--- src/rtl/spot_frame_scheduler_pkg.sv ---
// Shared state encoding and ROI word layout for the ping-pong spot-finder scheduler.
package spot_pkg;

  typedef enum logic [1:0] {
    IDLE   = 2'd0,
    RUN    = 2'd1,
    STREAM = 2'd2
  } sched_state_t;

  localparam int ROI_W   = 40;
  localparam int COORD_W = 10;

  localparam int X_START_LSB = 30;
  localparam int Y_START_LSB = 20;
  localparam int X_END_LSB   = 10;
  localparam int Y_END_LSB   = 0;

  function automatic logic [7:0] clamp_count(input logic [7:0] n, input logic [7:0] max_n);
    return (n > max_n) ? max_n : n;
  endfunction

endpackage

--- src/rtl/spot_frame_scheduler_if.sv ---
// Valid/ready ROI stream carrying one packed {x_start, y_start, x_end, y_end} word per beat.
interface spot_frame_scheduler_if;

  logic                      roi_valid;
  logic                      roi_ready;
  logic [spot_pkg::ROI_W-1:0] roi_data;
  logic                      roi_last;

  modport master (output roi_valid, output roi_data, output roi_last, input roi_ready);
  modport slave  (input roi_valid, input roi_data, input roi_last, output roi_ready);

endinterface

--- src/rtl/spot_frame_scheduler_roi_stream_buffer.sv ---
// Single-frame ROI result buffer: captures the one-cycle spot-finder result and replays it
// over a registered valid/ready stage.
module roi_stream_buffer
  import spot_pkg::*;
#(
  parameter int NUM_ROIS_MAX = 10
) (
  input  logic                            clk_in,
  input  logic                            reset,
  input  logic                            i_latch,
  input  logic [7:0]                      i_count,
  input  logic [NUM_ROIS_MAX*ROI_W-1:0]   i_rois,
  output logic                            o_finish,
  output logic                            result_done,
  spot_frame_scheduler_if.master          roi
);

  localparam int IDX_W = (NUM_ROIS_MAX > 1) ? $clog2(NUM_ROIS_MAX) : 1;

  logic [ROI_W-1:0] r_buf [NUM_ROIS_MAX];
  logic [7:0]       r_count;
  logic [7:0]       r_idx;
  logic             r_active;
  logic             r_valid;
  logic             r_last;
  logic             r_done;
  logic [ROI_W-1:0] r_data;
  logic             w_accept;
  logic [7:0]       w_idx_nxt;

  assign w_accept  = r_valid && roi.roi_ready;
  assign w_idx_nxt = r_idx + 8'd1;
  // An empty result finishes on its first active cycle; otherwise on the last accept.
  assign o_finish  = r_active && ((r_count == 8'd0) || (w_accept && r_last));

  always_ff @(posedge clk_in) begin
    if (i_latch) begin
      for (int i = 0; i < NUM_ROIS_MAX; i++) begin
        r_buf[i] <= i_rois[ROI_W*i +: ROI_W];
      end
    end
  end

  always_ff @(posedge clk_in) begin
    if (reset) begin
      r_active <= 1'b0;
      r_valid  <= 1'b0;
      r_last   <= 1'b0;
      r_done   <= 1'b0;
      r_data   <= '0;
      r_count  <= 8'd0;
      r_idx    <= 8'd0;
    end else begin
      r_done <= 1'b0;
      if (i_latch) begin
        r_active <= 1'b1;
        r_count  <= i_count;
        r_idx    <= 8'd0;
        r_valid  <= (i_count != 8'd0);
        r_last   <= (i_count == 8'd1);
        r_data   <= i_rois[ROI_W-1:0];
        r_done   <= (i_count == 8'd0);
      end else if (o_finish) begin
        r_active <= 1'b0;
        r_valid  <= 1'b0;
        r_last   <= 1'b0;
        r_done   <= (r_count != 8'd0);
      end else if (w_accept) begin
        r_idx  <= w_idx_nxt;
        r_data <= r_buf[w_idx_nxt[IDX_W-1:0]];
        r_last <= (w_idx_nxt == (r_count - 8'd1));
      end
    end
  end

  assign roi.roi_valid = r_valid;
  assign roi.roi_data  = r_data;
  assign roi.roi_last  = r_last;
  assign result_done   = r_done;

endmodule

--- src/rtl/spot_frame_scheduler.sv ---
// Ping-pong bank scheduler around main_spot_finder. Optional analysis watchdog is built
// when SPOT_SCHED_WATCHDOG_EN is defined.
module spot_frame_scheduler
  import spot_pkg::*;
#(
  parameter int NUM_ROIS_MAX    = 10,
  parameter int WATCHDOG_CYCLES = 400000
) (
  input  logic                          clk_in,
  input  logic                          reset,
  input  logic                          frame_done_in,
  output logic                          wr_bank,
  output logic                          rd_bank,
  output logic                          sf_reset,
  input  logic                          sf_analysis_rdy,
  input  logic [7:0]                    sf_num_rois,
  input  logic [NUM_ROIS_MAX*ROI_W-1:0] sf_rois,
  spot_frame_scheduler_if.master        roi,
  output logic                          result_done,
  output logic [7:0]                    frame_id,
  output logic [15:0]                   frames_dropped,
  output logic [7:0]                    watchdog_trips
);

  sched_state_t r_state;
  sched_state_t w_state_nxt;
  logic         r_wr_bank;
  logic         r_rd_bank;
  logic         r_sf_reset;
  logic [1:0]   r_full;
  logic [1:0]   w_full_rel;
  logic [1:0]   w_full_nxt;
  logic         w_wr_bank_nxt;
  logic         w_drop;
  logic [7:0]   r_frame_id;
  logic [15:0]  r_dropped;
  logic         w_latch;
  logic         w_sf_done;
  logic         w_timeout;
  logic         w_finish;
  logic [7:0]   w_latch_count;

  assign w_sf_done = (r_state == RUN) && sf_analysis_rdy;

  always_comb begin
    w_state_nxt   = r_state;
    w_latch       = 1'b0;
    w_latch_count = clamp_count(sf_num_rois, 8'(NUM_ROIS_MAX));
    case (r_state)
      IDLE: begin
        if (r_full[r_rd_bank]) w_state_nxt = RUN;
      end
      RUN: begin
        if (sf_analysis_rdy) begin
          w_latch     = 1'b1;
          w_state_nxt = STREAM;
        end else if (w_timeout) begin
          w_latch       = 1'b1;
          w_latch_count = 8'd0;
          w_state_nxt   = STREAM;
        end
      end
      STREAM: begin
        if (w_finish) w_state_nxt = IDLE;
      end
      default: w_state_nxt = IDLE;
    endcase
  end

  // The analysed bank is released before the new frame is judged, so a same-cycle frame is kept.
  always_comb begin
    w_full_rel = r_full;
    if (w_latch) w_full_rel[r_rd_bank] = 1'b0;
    w_full_nxt    = w_full_rel;
    w_wr_bank_nxt = r_wr_bank;
    w_drop        = 1'b0;
    if (frame_done_in) begin
      if (!w_full_rel[r_rd_bank]) begin
        w_full_nxt[r_wr_bank] = 1'b1;
        w_wr_bank_nxt         = ~r_wr_bank;
      end else begin
        w_drop = 1'b1;
      end
    end
  end

  always_ff @(posedge clk_in) begin
    if (reset) begin
      r_state    <= IDLE;
      r_sf_reset <= 1'b1;
      r_wr_bank  <= 1'b0;
      r_rd_bank  <= 1'b1;
      r_full     <= 2'b00;
      r_frame_id <= 8'd0;
      r_dropped  <= 16'd0;
    end else begin
      r_state    <= w_state_nxt;
      r_sf_reset <= (w_state_nxt != RUN);
      r_wr_bank  <= w_wr_bank_nxt;
      r_rd_bank  <= ~w_wr_bank_nxt;
      r_full     <= w_full_nxt;
      if (w_sf_done) r_frame_id <= r_frame_id + 8'd1;
      if (w_drop && (r_dropped != 16'hFFFF)) r_dropped <= r_dropped + 16'd1;
    end
  end

`ifdef SPOT_SCHED_WATCHDOG_EN
  localparam int WD_W = $clog2(WATCHDOG_CYCLES + 1);

  logic [WD_W-1:0] r_wd_cnt;
  logic [7:0]      r_wd_trips;

  assign w_timeout = (r_state == RUN) && (r_wd_cnt == WD_W'(WATCHDOG_CYCLES - 1));

  always_ff @(posedge clk_in) begin
    if (reset) begin
      r_wd_cnt   <= '0;
      r_wd_trips <= 8'd0;
    end else begin
      if ((r_state == RUN) && !sf_analysis_rdy) r_wd_cnt <= r_wd_cnt + 1'b1;
      else                                      r_wd_cnt <= '0;
      if (w_timeout && !sf_analysis_rdy && (r_wd_trips != 8'hFF)) r_wd_trips <= r_wd_trips + 8'd1;
    end
  end

  assign watchdog_trips = r_wd_trips;
`else
  assign w_timeout      = 1'b0;
  assign watchdog_trips = 8'd0;
`endif

  roi_stream_buffer #(
    .NUM_ROIS_MAX (NUM_ROIS_MAX)
  ) u_roi_buf (
    .clk_in      (clk_in),
    .reset       (reset),
    .i_latch     (w_latch),
    .i_count     (w_latch_count),
    .i_rois      (sf_rois),
    .o_finish    (w_finish),
    .result_done (result_done),
    .roi         (roi)
  );

  assign wr_bank        = r_wr_bank;
  assign rd_bank        = r_rd_bank;
  assign sf_reset       = r_sf_reset;
  assign frame_id       = r_frame_id;
  assign frames_dropped = r_dropped;

endmodule

--- src/flat_wrapper.sv ---
// flat-port wrapper written by rule: the top's interface ports become plain ports
module spot_frame_scheduler_flat import spot_pkg::*;
#(
  parameter int NUM_ROIS_MAX    = 10,
  parameter int WATCHDOG_CYCLES = 400000
)
  (clk_in, reset, frame_done_in, wr_bank, rd_bank, sf_reset, sf_analysis_rdy, sf_num_rois, sf_rois, result_done, frame_id, frames_dropped, watchdog_trips, roi_roi_valid, roi_roi_data, roi_roi_last, roi_roi_ready);
  spot_frame_scheduler_if roi_i ();
  input  logic clk_in;
  input  logic reset;
  input  logic frame_done_in;
  output logic wr_bank;
  output logic rd_bank;
  output logic sf_reset;
  input  logic sf_analysis_rdy;
  input  logic [7:0] sf_num_rois;
  input  logic [NUM_ROIS_MAX*ROI_W-1:0] sf_rois;
  output logic result_done;
  output logic [7:0] frame_id;
  output logic [15:0] frames_dropped;
  output logic [7:0] watchdog_trips;
  output wire logic [$bits(roi_i.roi_valid)-1:0] roi_roi_valid;
  output wire logic [$bits(roi_i.roi_data)-1:0] roi_roi_data;
  output wire logic [$bits(roi_i.roi_last)-1:0] roi_roi_last;
  input wire logic [$bits(roi_i.roi_ready)-1:0] roi_roi_ready;
  assign roi_roi_valid = roi_i.roi_valid;
  assign roi_roi_data = roi_i.roi_data;
  assign roi_roi_last = roi_i.roi_last;
  assign roi_i.roi_ready = roi_roi_ready;
  spot_frame_scheduler #(.NUM_ROIS_MAX(NUM_ROIS_MAX), .WATCHDOG_CYCLES(WATCHDOG_CYCLES)) u_core (.clk_in(clk_in), .reset(reset), .frame_done_in(frame_done_in), .wr_bank(wr_bank), .rd_bank(rd_bank), .sf_reset(sf_reset), .sf_analysis_rdy(sf_analysis_rdy), .sf_num_rois(sf_num_rois), .sf_rois(sf_rois), .roi(roi_i), .result_done(result_done), .frame_id(frame_id), .frames_dropped(frames_dropped), .watchdog_trips(watchdog_trips));
endmodule
--- config.mk ---
export PLATFORM = sky130hd
export DESIGN_NAME = spot_frame_scheduler_flat
export DESIGN_NICKNAME = d
export VERILOG_FILES = /design/src/rtl/spot_frame_scheduler_pkg.sv /design/src/rtl/spot_frame_scheduler_if.sv /design/src/rtl/spot_frame_scheduler_roi_stream_buffer.sv /design/src/rtl/spot_frame_scheduler.sv /design/src/flat_wrapper.sv
export SDC_FILE = /design/constraint.sdc
export NUM_CORES = 1
export LEC_CHECK = 0
export ABC_AREA = 1
export CORE_ASPECT_RATIO = 1.75
export CORE_UTILIZATION = 40
export DETAILED_ROUTE_END_ITERATION = 10
export GPL_ROUTABILITY_DRIVEN = 0
export MAX_ROUTING_LAYER = met4
export PLACE_DENSITY = 0.67
export REMOVE_ABC_BUFFERS = 1
export SYNTH_ARGS = -nofsm -noshare
export SYNTH_HDL_FRONTEND = slang
export SYNTH_SLANG_ARGS = --single-unit
--- constraint.sdc ---
create_clock -name clk_in -period 11 [get_ports clk_in]
set_clock_uncertainty 0.05 [all_clocks]
set_input_delay 1.65 -clock clk_in [delete_from_list [all_inputs] [get_ports clk_in]]
set_output_delay 1.65 -clock clk_in [all_outputs]
set_load 0.05 [all_outputs]
==> results of run 1 <==
[logic make-up after synthesis]
| group | Yosys count | synth area share |
|---|---|---|
| compound gates | 421 | 0.119 |
| buf+inv | 205 | 0.0472 |
| flops | 491 | 0.685 |
| xor+xnor | 5 | 0.00217 |
| other cells | 1 | 0.000186 |
| simple gates | 700 | 0.144 |
| fa+ha+maj | 4 | 0.00248 |
[final timing paths]
path	end	slack, ps	from	depth (start not counted)
max	u_core.u_roi_buf.r_buf[0][19]	6640	sf_analysis_rdy	4
min	u_core.u_roi_buf.r_idx[7]	420	u_core.u_roi_buf.r_idx[7]	2
max reg2reg	u_core.u_roi_buf.roi.roi_data[39]	7330	u_core.u_roi_buf.r_idx[0]	9
min reg2reg	u_core.u_roi_buf.r_idx[7]	420	u_core.u_roi_buf.r_idx[7]	2
[power by group through the flow]
| stage | Clock (mW) | Combinational (mW) | Sequential (mW) |
|---|---|---|---|
| finish | 1.63 | 0.518 | 2.13 |
| global route | 1.73 | 0.561 | 2.14 |
| CTS | 1.66 | 0.523 | 2.13 |
| detailed placement | 0 | 0.522 | 2.17 |
| global placement | 0 | 0.513 | 2.17 |
| floorplan | 0 | 0.187 | 2.25 |
[flip-flops by register name, indices dropped and copies added (netlist names)]
register and cells:
u_core.rd_bank 1, u_core.wr_bank 1, u_core.u_roi_buf.r_count 8, u_core.r_full 2
u_core.u_roi_buf.r_buf 400, u_core.frames_dropped 16, u_core.u_roi_buf.roi.roi_valid 1, u_core.u_roi_buf.roi.roi_last 1
u_core.u_roi_buf.r_active 1, u_core.frame_id 8, u_core.u_roi_buf.roi.roi_data 40, u_core.sf_reset 1
u_core.r_state 2, u_core.u_roi_buf.result_done 1, u_core.u_roi_buf.r_idx 8
[per-stage QoR]
stage | instance area, µm² | power [mW]
after floorplan | 19600 | 2.44
after global placement | 25400 | 2.68
after detailed placement | 25400 | 2.69
after CTS | 27000 | 4.32
after global routing | 27000 | 4.43
final | 27000 | 4.28
[placed cells by master, fill, tap and decap left out, types with 8 or more instances in the layout]
cell,instances
o21ai_0,215
edfxtp_1,400
o21ai_1,27
nand2_1,285
nand3_1,81
clkdlybuf4s50_1,482
dfxtp_1,90
nor3_1,11
nor2_1,263
o221ai_1,24
or2_2,40
clkinv_2,13
clkinv_1,9
o211ai_1,72
inv_1,84
diode_2,22
conb_1,8
clkbuf_16,49
buf_4,14
nand4_1,10
a21oi_1,74
[worst max-delay path, cell delays in order]
cell and delay [ps]:
clkdlybuf4s50_1 530, nand3_4 400, inv_8 820, buf_12 590
[cell type report]
| class | instances | share of cell area |
|---|---|---|
| sequential | 491 | 0.512 |
| antenna | 22 | 0.00204 |
| tap | 660 | 0.0305 |
| multi-input combinational | 1138 | 0.203 |
| timing repair buffer | 497 | 0.183 |
| inverter | 90 | 0.0130 |
| clock inverter | 27 | 0.00856 |
| clock buffer | 59 | 0.0482 |
[per-layer routing]
| metal | global-route usage | share of wire | routed length [µm] | vias up |
|---|---|---|---|---|
| met5 | - | 0 | 0 | - |
| li1 | - | - | - | 7306 |
| met4 | 0.125 | 0.051 | 3090 | 0 |
| met2 | 0.424 | 0.54 | 32600 | 615 |
| met3 | 0.0349 | 0.059 | 3580 | 150 |
| met1 | 0.249 | 0.35 | 21400 | 7372 |
==> results.sh, run 1 <==
export IMPL_status="finished, final reports clean"
export IMPL_cts_htree_levels=2
export IMPL_postRouteAntennaNets=0
export IMPL_async_flop_share=0
export IMPL_hpwl_um=40300
export IMPL_nFillCells=4357
export IMPL_cts_sinks=491
export IMPL_grt_first_pass_wirelength_um=88200
export IMPL_slew_viol_final=0
export IMPL_tightest_slew_ps=1020
export IMPL_power_switching_share=0.238
export IMPL_dpl_worst_slack_ps=6160
export IMPL_seq_power_share=0.498
export IMPL_root_buffer="clkbuf_16"
export IMPL_yosysWarnings=0
export IMPL_fmax_mhz=229
export IMPL_min_path_type="flip-flop to flip-flop"
export IMPL_yosys_top_cells_area="edfxtp_1 59%, dfxtp_1 9.0%, o21ai_0 5.3%, nand2_1 5.3%, nor2_1 4.9%"
export IMPL_grt_max_degree=168
export IMPL_worst_slack_ps=6640
export IMPL_die_h_um=299
export IMPL_whs_ps=425
export IMPL_critPathKind="primary input to flip-flop"
export IMPL_dieArea_um2=51400
export IMPL_pwr_share_comb=0.121
export IMPL_vias=15443
export IMPL_p_clk_frac=0.381
export IMPL_synth_common_cells="400 x edfxtp_1, 285 x nand2_1, 264 x nor2_1"
export IMPL_rows=108
export IMPL_utilization=0.544
export IMPL_vias_per_cell=5.18
export IMPL_core_um2=49700
export IMPL_syn_avg_cell_area_um2=11.1
export IMPL_hold_violations=0
export IMPL_clk_insertion_delay_late_ps=560
export IMPL_drt_iter0_markers=958
export IMPL_drcViolationCount=0
export IMPL_grt_overflow_total=0
export IMPL_cts_setup_buffers=0
export IMPL_rsz0062_at_grt="false"
export IMPL_switching_power_mw=1.02
export IMPL_tns_ps=0
export IMPL_first_pass_iters=5
export IMPL_intPower_mw=3.26
export IMPL_cp_required_ps=11130
export IMPL_place_inst=2876
export IMPL_cts_tree="built"
export IMPL_power_density_nw_per_um2=158
export IMPL_cts_hold_buf=0
export IMPL_cts_resized=0
export IMPL_max_cap_violations=0
export IMPL_setup_violations=0
export IMPL_antenna_found_initial=21
export IMPL_area_sequential_um2=13800
export IMPL_synth_seq_area_share=0.685
export IMPL_netlist_instances=1827
export IMPL_fin_crit_sh=0.396
export IMPL_nets=2682
export IMPL_syn_area_um2=20200
export IMPL_drive_above_1_share=0.0626
export IMPL_crit_path_start_kind="primary input"
export IMPL_cp_arrival_ps=4490
export IMPL_p_leak_nw=9.59
export IMPL_grtUsageTotal=0.238
export IMPL_synth_top_area_cell="edfxtp_1"
export IMPL_crit_fanout=167
export IMPL_fin_crit_ps=4360
export IMPL_final_cells=2984
export IMPL_synth_seq_cells=491
export IMPL_yosysMostFrequentCell="edfxtp_1"
export IMPL_grt_pass1_vias=15302
export IMPL_start_util=0.406
export IMPL_yosysTopAreaCellShare=0.595
export IMPL_port_buffers=482
export IMPL_path_clk_slew_ps=60
export IMPL_boundaryPins=491
export IMPL_cts_inserted_buffers=47
export IMPL_routed_wirelength_um=60700
export IMPL_ys_flop_type="edfxtp_1"
export IMPL_maxSlewHeadroom=0.317
export IMPL_multi_input_area_um2=5480
export IMPL_dieWidth_um=172
export IMPL_synth_edf_count=400
export IMPL_end_kind="flip-flop"
export IMPL_wl_per_cell_um=20.3
export IMPL_cts_buffer_depth=3
export IMPL_area_growth_pct=33.9
export IMPL_synth_cell_types=38
export IMPL_peakVddDrop_uv=141
(Power assumes the default switching activity.)
==> run 2: changes to the inputs <==
PLACE_DENSITY = 0.69   (was 0.67)
clock period = 3.9 ns   (was 11 ns; I/O delays follow)
==> run 2 against run 1 <==
Worst hold slack better by 12 ps. First-iteration DRC count is 4.2% higher. Core utilization grew 0.21 points. Cell count is 0.44% higher. Largest power group unchanged.
==> results.sh, run 2 (synthesis gave the netlist of run 1 again) <==
export IMPL_final_common_cell="clkdlybuf4s50_1"
export IMPL_hpwl_um=41200
export IMPL_maxSlewHeadroom=0.202
export IMPL_cts_buffer_depth=3
export IMPL_core_um2=49700
export IMPL_grt_max_degree=130
export IMPL_fmax_mhz=359
export IMPL_critPathKind="flip-flop to flip-flop"
export IMPL_rows=108
export IMPL_root_buffer="clkbuf_16"
export IMPL_p_leak_nw=9.62
export IMPL_dr_max_layer_used="met4"
export IMPL_final_cell_mix="482 x clkdlybuf4s50_1, 400 x edfxtp_1, 285 x nand2_1"
export IMPL_fin_crit_ps=2790
export IMPL_grt_pass1_vias=15562
export IMPL_largest_register_ffs=400
export IMPL_first_pass_iters=6
export IMPL_crit_top_cell="nand2_1"
export IMPL_cp_top_family="simple AND/OR/NAND/NOR gates"
export IMPL_reg2reg_depth=10
export IMPL_place_area_um2=25600
export IMPL_dieArea_um2=51400
export IMPL_end_kind="flip-flop"
export IMPL_peakVddDrop_uv=383
export IMPL_r2r_end="u_core.u_roi_buf.roi.roi_data[24]"
export IMPL_vias=15599
export IMPL_cts_hold_buf=0
export IMPL_routed_wirelength_um=61200
export IMPL_met1_length_um=22500
export IMPL_setup_violations=0
export IMPL_grt_first_pass_wirelength_um=89400
export IMPL_rrSetupSlack_ps=1110
export IMPL_cts_htree_levels=2
export IMPL_drcViolationCount=0
export IMPL_dpl_worst_slack_ps=952
export IMPL_drive_above_1_share=0.0640
export IMPL_cts_resized=0
export IMPL_dr_wl_met3_um=3500
export IMPL_path_cells="clkinv_1 > ha_1 > nand2_1 > o21ai_1 > nand2_1 > nand2_1 > nand2_4 > buf_12 > o21ai_0 > a21oi_1"
export IMPL_wl_met2_um=32300
export IMPL_postRouteAntennaNets=0
export IMPL_cts_sinks=491
export IMPL_start_util=0.406
export IMPL_die_h_um=299
export IMPL_nets=2691
export IMPL_port_buffers=482
export IMPL_cts_inserted_buffers=47
export IMPL_fin_crit_sh=0.714
export IMPL_crit_path_start_kind="flip-flop"
export IMPL_rsz0062_at_grt="false"
export IMPL_clk_insertion_delay_late_ps=570
export IMPL_grt_overflow_total=0
export IMPL_cts_tree="built"
export IMPL_cp_required_ps=4340
export IMPL_drt_iter0_markers=998
export IMPL_vias_per_cell=5.20
export IMPL_final_cell_area_um2=27100
export IMPL_nFillCells=4326
export IMPL_crit_fanout=51
export IMPL_antenna_found_initial=26
export IMPL_hold_depth=2
export IMPL_total_power_mw=12.0
export IMPL_grtUsageTotal=0.241
export IMPL_boundaryPins=491
export IMPL_cts_setup_buffers=0
export IMPL_tightest_slew_ps=1200
export IMPL_cp_slowest_cell="nand2_4"
export IMPL_min_to="u_core.frame_id[2]"
export IMPL_dieWidth_um=172
export IMPL_cp_arrival_ps=3220
export IMPL_path_buf_inv=2
export IMPL_area_growth_pct=34.4
export IMPL_min_path_type="flip-flop to flip-flop"
export IMPL_slew_viol_final=0
export IMPL_worst_slack_ps=1110
export IMPL_power_density_nw_per_um2=442
export IMPL_path_clk_slew_ps=70
export IMPL_cp_slowest_stage_delay_ps=530
export IMPL_min_from="u_core.frame_id[2]"
export IMPL_r2r_start="u_core.u_roi_buf.r_count[0]"
export IMPL_status="finished, final reports clean"
export IMPL_regMostFlops="u_core.u_roi_buf.r_buf"
export IMPL_wl_per_cell_um=20.4
export IMPL_whs_ps=437
export IMPL_max_cap_violations=0
export IMPL_hold_violations=0
run 2: cell types whose count changed in the layout (fill, tap and decap cells not counted), sizes merged:
cell | previous run | this run
buf | 15 | 24
bufinv | 4 | 3
clkbuf | 59 | 60
diode | 22 | 26
run 2: worst max path at each step:
stage,depth (start not counted),slack [ps],startpoint,endpoint
final,10,1110,u_core.u_roi_buf.r_count[0],u_core.u_roi_buf.roi.roi_data[24]
after global routing,10,870,u_core.u_roi_buf.r_count[0],u_core.u_roi_buf.roi.roi_data[37]
after CTS,10,1150,u_core.u_roi_buf.r_count[0],u_core.u_roi_buf.roi.roi_data[24]
after detailed placement,11,950,roi_roi_ready,u_core.u_roi_buf.roi.roi_data[24]
after global placement,11,970,roi_roi_ready,u_core.u_roi_buf.roi.roi_data[4]
after floorplan,5,-8480,sf_analysis_rdy,u_core.u_roi_buf.r_count[0]
run 2: worst register-to-register path, cell delays in order (launching register included):
cell and delay, ps:
dfxtp_1 340, clkinv_1 220, ha_1 380, nand2_1 160, o21ai_1 100, nand2_1 80, nand2_1 240, nand2_4 530
buf_12 350, o21ai_0 120, a21oi_1 150
run 2: layer usage:
layer,GRT usage,up-vias
met5,-,-
met4,0.130,0
met3,0.0351,146
met2,0.421,624
met1,0.260,7495
li1,-,7334
run 2: stage by stage:
| stage | util | TNS, ps | instances |
|---|---|---|---|
| floorplan | - | -3377540 | 1719 |
| global placement | 0.514 | 0 | 2885 |
| detailed placement | 0.514 | 0 | 2885 |
| CTS | 0.544 | 0 | 2971 |
| global route | 0.546 | 0 | 2997 |
| finish | 0.546 | 0 | 2997 |
run 2: cell type report:
cell class	count	area, µm²	share of cell area
Multi-Input combinational cell	1138	5480	0.202
Tap cell	660	826	0.0304
Sequential cell	491	13800	0.510
Clock buffer	60	1270	0.0467
Clock inverter	26	219	0.00807
Antenna cell	26	65.1	0.00240
Timing Repair Buffer	506	5090	0.188
Inverter	90	350	0.0129
run 2: power by group:
| part | total, mW | leakage, nW | switching [mW] | internal [mW] |
|---|---|---|---|---|
| clock | 4.47 | 0.729 | 1.97 | 2.50 |
| sequential | 6.02 | 4.36 | 0.0857 | 5.93 |
| combinational | 1.50 | 4.53 | 0.838 | 0.659 |
